### src/rtl/load_store_unit.sv
// Data-memory access stage: aligns stores, extends loads, runs one req/ack bus transaction.
// Latency >= 3 cycles (issue, REQ until ack or timeout, DONE); stall holds the core while the access is open.
module load_store_unit #(
  parameter int TIMEOUT = 256,
  parameter int CNT_W   = 9
) (
  input  logic        clk,
  input  logic        reset,
  input  logic        mem_read,
  input  logic        mem_write,
  input  logic [2:0]  funct3,
  input  logic [31:0] address,
  input  logic [31:0] write_data,
  output logic [31:0] read_data,
  output logic        stall,
  output logic        fault,
  output logic        bus_req,
  output logic        bus_we,
  output logic [31:0] bus_addr,
  output logic [3:0]  bus_be,
  output logic [31:0] bus_wdata,
  input  logic        bus_ack,
  input  logic [31:0] bus_rdata
);

  typedef enum logic [1:0] {IDLE, REQ, DONE} state_t;

  state_t           state_q, state_d;
  logic             bus_req_q, bus_req_d;
  logic             bus_we_q, bus_we_d;
  logic [31:0]      bus_addr_q, bus_addr_d;
  logic [3:0]       bus_be_q, bus_be_d;
  logic [31:0]      bus_wdata_q, bus_wdata_d;
  logic [31:0]      read_data_q, read_data_d;
  logic             fault_q, fault_d;
  logic [CNT_W-1:0] cnt_q, cnt_d;
  logic [2:0]       f3_q, f3_d;
  logic [1:0]       a_q, a_d;

  logic        legal_f3, aligned, valid;
  logic [7:0]  byte_sel;
  logic [15:0] half_sel;
  logic [31:0] load_val;

  always_comb begin
    legal_f3 = (funct3 == 3'b000) || (funct3 == 3'b001) || (funct3 == 3'b010) ||
               (mem_read && ((funct3 == 3'b100) || (funct3 == 3'b101)));
    aligned  = (funct3[1:0] == 2'b00) ||
               ((funct3[1:0] == 2'b01) && !address[0]) ||
               ((funct3[1:0] == 2'b10) && (address[1:0] == 2'b00));
    valid    = (mem_read ^ mem_write) && legal_f3 && aligned;
  end

  // Lane extraction uses the offset latched at issue, not the live address.
  always_comb begin
    case (a_q)
      2'd0:    byte_sel = bus_rdata[7:0];
      2'd1:    byte_sel = bus_rdata[15:8];
      2'd2:    byte_sel = bus_rdata[23:16];
      default: byte_sel = bus_rdata[31:24];
    endcase
    half_sel = a_q[1] ? bus_rdata[31:16] : bus_rdata[15:0];
    case (f3_q)
      3'b000:  load_val = {{24{byte_sel[7]}}, byte_sel};
      3'b001:  load_val = {{16{half_sel[15]}}, half_sel};
      3'b100:  load_val = {24'd0, byte_sel};
      3'b101:  load_val = {16'd0, half_sel};
      default: load_val = bus_rdata;
    endcase
  end

  always_comb begin
    state_d     = state_q;
    bus_req_d   = bus_req_q;
    bus_we_d    = bus_we_q;
    bus_addr_d  = bus_addr_q;
    bus_be_d    = bus_be_q;
    bus_wdata_d = bus_wdata_q;
    read_data_d = read_data_q;
    fault_d     = 1'b0;
    cnt_d       = cnt_q;
    f3_d        = f3_q;
    a_d         = a_q;
    stall       = 1'b0;
    case (state_q)
      IDLE: begin
        if (valid) begin
          stall       = 1'b1;
          state_d     = REQ;
          bus_req_d   = 1'b1;
          bus_we_d    = mem_write;
          bus_addr_d  = {address[31:2], 2'b00};
          cnt_d       = '0;
          f3_d        = funct3;
          a_d         = address[1:0];
          bus_be_d    = 4'b1111;
          bus_wdata_d = write_data;
          if (mem_write) begin
            case (funct3[1:0])
              2'b00: begin
                bus_be_d    = 4'b0001 << address[1:0];
                bus_wdata_d = {4{write_data[7:0]}};
              end
              2'b01: begin
                bus_be_d    = 4'b0011 << {address[1], 1'b0};
                bus_wdata_d = {2{write_data[15:0]}};
              end
              default: ;
            endcase
          end
        end else if (mem_read || mem_write) begin
          fault_d = 1'b1;
        end
      end
      REQ: begin
        stall = 1'b1;
        cnt_d = cnt_q + 1'b1;
        if (bus_ack) begin
          state_d   = DONE;
          bus_req_d = 1'b0;
          if (!bus_we_q) read_data_d = load_val;
        end else if (cnt_q == CNT_W'(TIMEOUT - 1)) begin
          state_d   = DONE;
          bus_req_d = 1'b0;
          fault_d   = 1'b1;
          if (!bus_we_q) read_data_d = '0;
        end
      end
      default: state_d = IDLE;
    endcase
  end

  always_ff @(posedge clk or posedge reset) begin
    if (reset) begin
      state_q     <= IDLE;
      bus_req_q   <= 1'b0;
      bus_we_q    <= 1'b0;
      bus_addr_q  <= '0;
      bus_be_q    <= '0;
      bus_wdata_q <= '0;
      read_data_q <= '0;
      fault_q     <= 1'b0;
      cnt_q       <= '0;
      f3_q        <= '0;
      a_q         <= '0;
    end else begin
      state_q     <= state_d;
      bus_req_q   <= bus_req_d;
      bus_we_q    <= bus_we_d;
      bus_addr_q  <= bus_addr_d;
      bus_be_q    <= bus_be_d;
      bus_wdata_q <= bus_wdata_d;
      read_data_q <= read_data_d;
      fault_q     <= fault_d;
      cnt_q       <= cnt_d;
      f3_q        <= f3_d;
      a_q         <= a_d;
    end
  end

  assign read_data = read_data_q;
  assign fault     = fault_q;
  assign bus_req   = bus_req_q;
  assign bus_we    = bus_we_q;
  assign bus_addr  = bus_addr_q;
  assign bus_be    = bus_be_q;
  assign bus_wdata = bus_wdata_q;

endmodule

### config.mk
export PLATFORM = sky130hd
export DESIGN_NAME = load_store_unit
export DESIGN_NICKNAME = d
export VERILOG_FILES = /design/src/rtl/load_store_unit.sv
export SDC_FILE = /design/constraint.sdc
export NUM_CORES = 1
export LEC_CHECK = 0
export ABC_AREA = 0
export CORE_MARGIN = 1
export CORE_UTILIZATION = 48
export DETAILED_ROUTE_END_ITERATION = 16
export GPL_TIMING_DRIVEN = 0
export PLACE_DENSITY_LB_ADDON = 0.1
export RECOVER_POWER = 50
export SLEW_MARGIN = 10
export SYNTH_ARGS = -nofsm -noshare
export SYNTH_HDL_FRONTEND = slang
export SYNTH_SLANG_ARGS = --single-unit
### constraint.sdc
create_clock -name clk -period 6.45 [get_ports clk]
set_input_delay 0.9675 -clock clk [delete_from_list [all_inputs] [get_ports clk]]
set_output_delay 0.9675 -clock clk [all_outputs]
set_load 0.005 [all_outputs]
==> qor.csv <==
stage;metric;value;unit
status;status;finished with violations;
status;violated checks;capacitance limit, slew limit;
floorplanning;die footprint;0.01203;mm^2
cts;root buffer cell;clkbuf_16;
power_and_ir_drop;VDD IR max;0.3457;mV
worst_setup_path;critical path required time;5.48;ns
final_layout;share of cells above drive strength 1;0.1695;
power_and_ir_drop;Pint;2.492;mW
yosys;flops & latches, synth;117;
yosys;main flop type after synthesis;dfrtp_1;
global_route;first-pass GRT wire length;24.78;mm
route;Post-DRT Antenna Nets;0;
worst_hold_path;worst hold-check path type;reg2reg;
power_and_ir_drop;Static Leak;3.641;nW
route;DRC;0;
global_route;All-Layer GR Usage;0.2781;
final_layout;area occupied by multi-input gates;0.002407;mm^2
cts;Reg clk slew, reported paths;0.05;ns
power_and_ir_drop;total power per unit cell area;411.7;mW/mm^2
cts;worst skew pair latency;0.42;ns
cts;Post-CTS Hold Buffers;0;
worst_setup_path;Critical Path AT;3.12;ns
yosys;post-synth cell types;42;
yosys;area leader, netlist;dfrtp_1;
yosys;sequential share of the synthesized area;0.5260;
yosys;Post-synth top cells;dfrtp_1 (117), o21ai_0 (68), mux2_2 (36);
worst_setup_path;endpoint class of the critical path;output port;
final_layout;Layout Nets;808;
yosys;Post-synth EDFFs;0;
power_and_ir_drop;combinational share of power;0.356;
yosys;top-area cell type share of the netlist area;0.5260;
floorplanning;Die Span X;109.7;um
sta;period utilization;0.6333;
worst_setup_path;crit path kind;in2out;
yosys;syn avg cell area;11.72;um^2
worst_setup_path;Crit Path Max Fanout;7;
sta;WHS;0.4609;ns
cts;number of buffers created by CTS;17;
worst_setup_path;R2R setup slack;3.79;ns
cts;H-tree depth;4;
floorplanning;num rows;38;
worst_setup_path;r2r worst-path depth;10;
route;vias per std cell;5.480;
sta;Layout Skew;0.007386;ns
cts;Clock Sinks;117;
power_and_ir_drop;switching fraction of total power;0.2833;
global_route;largest net degree at the start of global routing;79;
cts;CTS resizes;0;
final_layout;Synth-to-Final Area Change;51.70;%
placement;port bufs;205;
worst_setup_path;Reg-to-Reg End;read_data[28];
cts;CTS tree;done;
sta;RSZ-0062 raised after global routing;no;
worst_setup_path;crit start category;primary input;
sta;final hold viol count;0;
final_layout;register area;0.002928;mm^2
floorplanning;core area;0.01108;mm^2
power_and_ir_drop;sequential power share;0.346;
worst_hold_path;Min-Delay Path Depth;1;
route;initial drt markers;319;
sta;max frequency;0.2448;GHz
final_layout;Fill cells;777;
sta;Least-Margin Pin Slew;1.911;ns
floorplanning;I/O pin count;208;
placement;Placed Area;0.007830;mm^2
sta;post-route worst setup slack;2.365;ns
global_route;initial antenna violation count;0;
flow_run;max-capacitance violation count;2;
yosys;Syn. warnings;0;
placement;DPL Wire Length;11.29;mm
power_and_ir_drop;Net Sw Power;0.9851;mW
global_route;Congestion Overflow GR;0;
yosys;ranking of synthesized cells by area;dfrtp_1 (53%), mux2_2 (7.3%), mux2_4 (7.3%);
route;WL final;15.69;mm
sta;Slew headroom;-0.2741;
placement;Setup WS pre-CTS;2.464;ns
sta;Pins Over Slew Limit;120;
placement;GP Congestion;0.8493;
sta;Setup Viol. Count Final;0;
yosys;synthesized area;0.005567;mm^2
yosys;Post-synth ARST share;1.000;
final_layout;Final Cell Area;0.008444;mm^2
cts;maximum buffer depth of the clock tree;2;
global_route;vias in the first global route;4926;
power_and_ir_drop;clock network fraction of design power;0.298;
route;via count;4680;
cts;Post-CTS Setup Bufs;0;
yosys;Post-Synthesis Cells;475;
route;Pre-Repair DR Iteration Count;5;
route;routed len/inst;18.37;um
sta;Final TNS setup;0;ns
final_layout;Antenna Cells;0;
worst_setup_path;R2R Path Start;cnt_q[0];
worst_hold_path;hold path start;state_q[1];
sta;Min Clock Period, post-route;4.085;ns
yosys;top-count cell post-synth;dfrtp_1;
floorplanning;initial cell density of the core;0.5025;
floorplanning;Die H;109.7;um
worst_hold_path;Worst Hold Path EP;fault;
## cells by family after synthesis
group	synth area share
AO/OA/AOI/OAI	0.1594
XOR/XNOR	0.001574
adder cells (fa/ha/maj)	0.006744
buffers and inverters	0.04113
flip-flops	0.5260
multiplexers	0.1636
other	0.0006737
AND/OR/NAND/NOR	0.1009
## worst max-delay path: stages
cell and delay (ns):
clkdlybuf4s50_1 0.47, inv_1 0.05, ha_1 0.28, o221ai_1 0.19, o21ai_1 0.55, clkdlybuf4s50_1 0.62
## metrics by stage
step	utilization	total power, mW	instances
after floorplan	-	1.740	476
after global placement	0.7039	2.453	821
after detailed placement	0.7068	2.492	822
after CTS	0.7652	3.554	854
after global routing	0.7623	3.672	854
final	0.7623	3.477	854
## power by group through the flow
stage               Clock [mW]  Combinational (mW)  Sequential, mW
floorplan                    0               0.531            1.21
global placement             0                1.25            1.20
detailed placement           0                1.28            1.21
CTS                       1.05                1.30            1.21
global route              1.09                1.34            1.24
finish                    1.04                1.24            1.20
## per-layer routing
| layer | vias up | wire, um | GRT usage |
|---|---|---|---|
| li1 | 2168 | - | - |
| met1 | 2280 | 6370 | 0.3302 |
| met2 | 204 | 7769 | 0.4528 |
| met3 | 28 | 1222 | 0.1091 |
| met4 | 0 | 325 | 0.1105 |
| met5 | - | 0 | 0 |
## final cells by class
cell class                      count  area share
Sequential cell                   117      0.3467
Inverter                           12    0.005482
Buffer                             35     0.02178
Tap cell                          140     0.02074
Timing Repair Buffer              206      0.2436
Multi-Input combinational cell    312      0.2851
Clock buffer                       19     0.05245
Clock inverter                     13     0.02415
## worst max path at each step
stage               startpoint             to  slack, ns  depth (start not counted)
floorplan                reset         a_q[0]       2.38                          1
global placement         reset       cnt_q[0]       0.77                          2
detailed placement   mem_write          stall       2.46                          6
CTS                  mem_write          stall       2.45                          6
global route             reset  read_data[31]       1.81                          3
finish               mem_write          stall       2.36                          6
## layout by cell type (no fill, tap or decap), types with 9 or more instances in the layout
cell type,instances
a21oi_1,16
a22o_1,16
mux2_4,27
inv_1,11
nand2b_1,34
dlygate4sd3_1,50
clkbuf_16,17
clkdlybuf4s50_1,155
mux2i_1,10
dfrtp_1,117
o21ai_0,68
clkbuf_1,20
nand3_1,12
mux2_2,36
nand2_1,11
buf_2,9
## flip-flops by register name (all words and copies together) (netlist names)
| register | flops |
|---|---|
| cnt_q | 9 |
| f3_q | 3 |
| bus_req | 1 |
| read_data | 32 |
| bus_wdata | 32 |
| a_q | 2 |
| bus_we | 1 |
| bus_addr | 30 |
| bus_be | 4 |
| fault | 1 |
| state_q | 2 |
No activity file was read; power rests on OpenSTA's default activity.
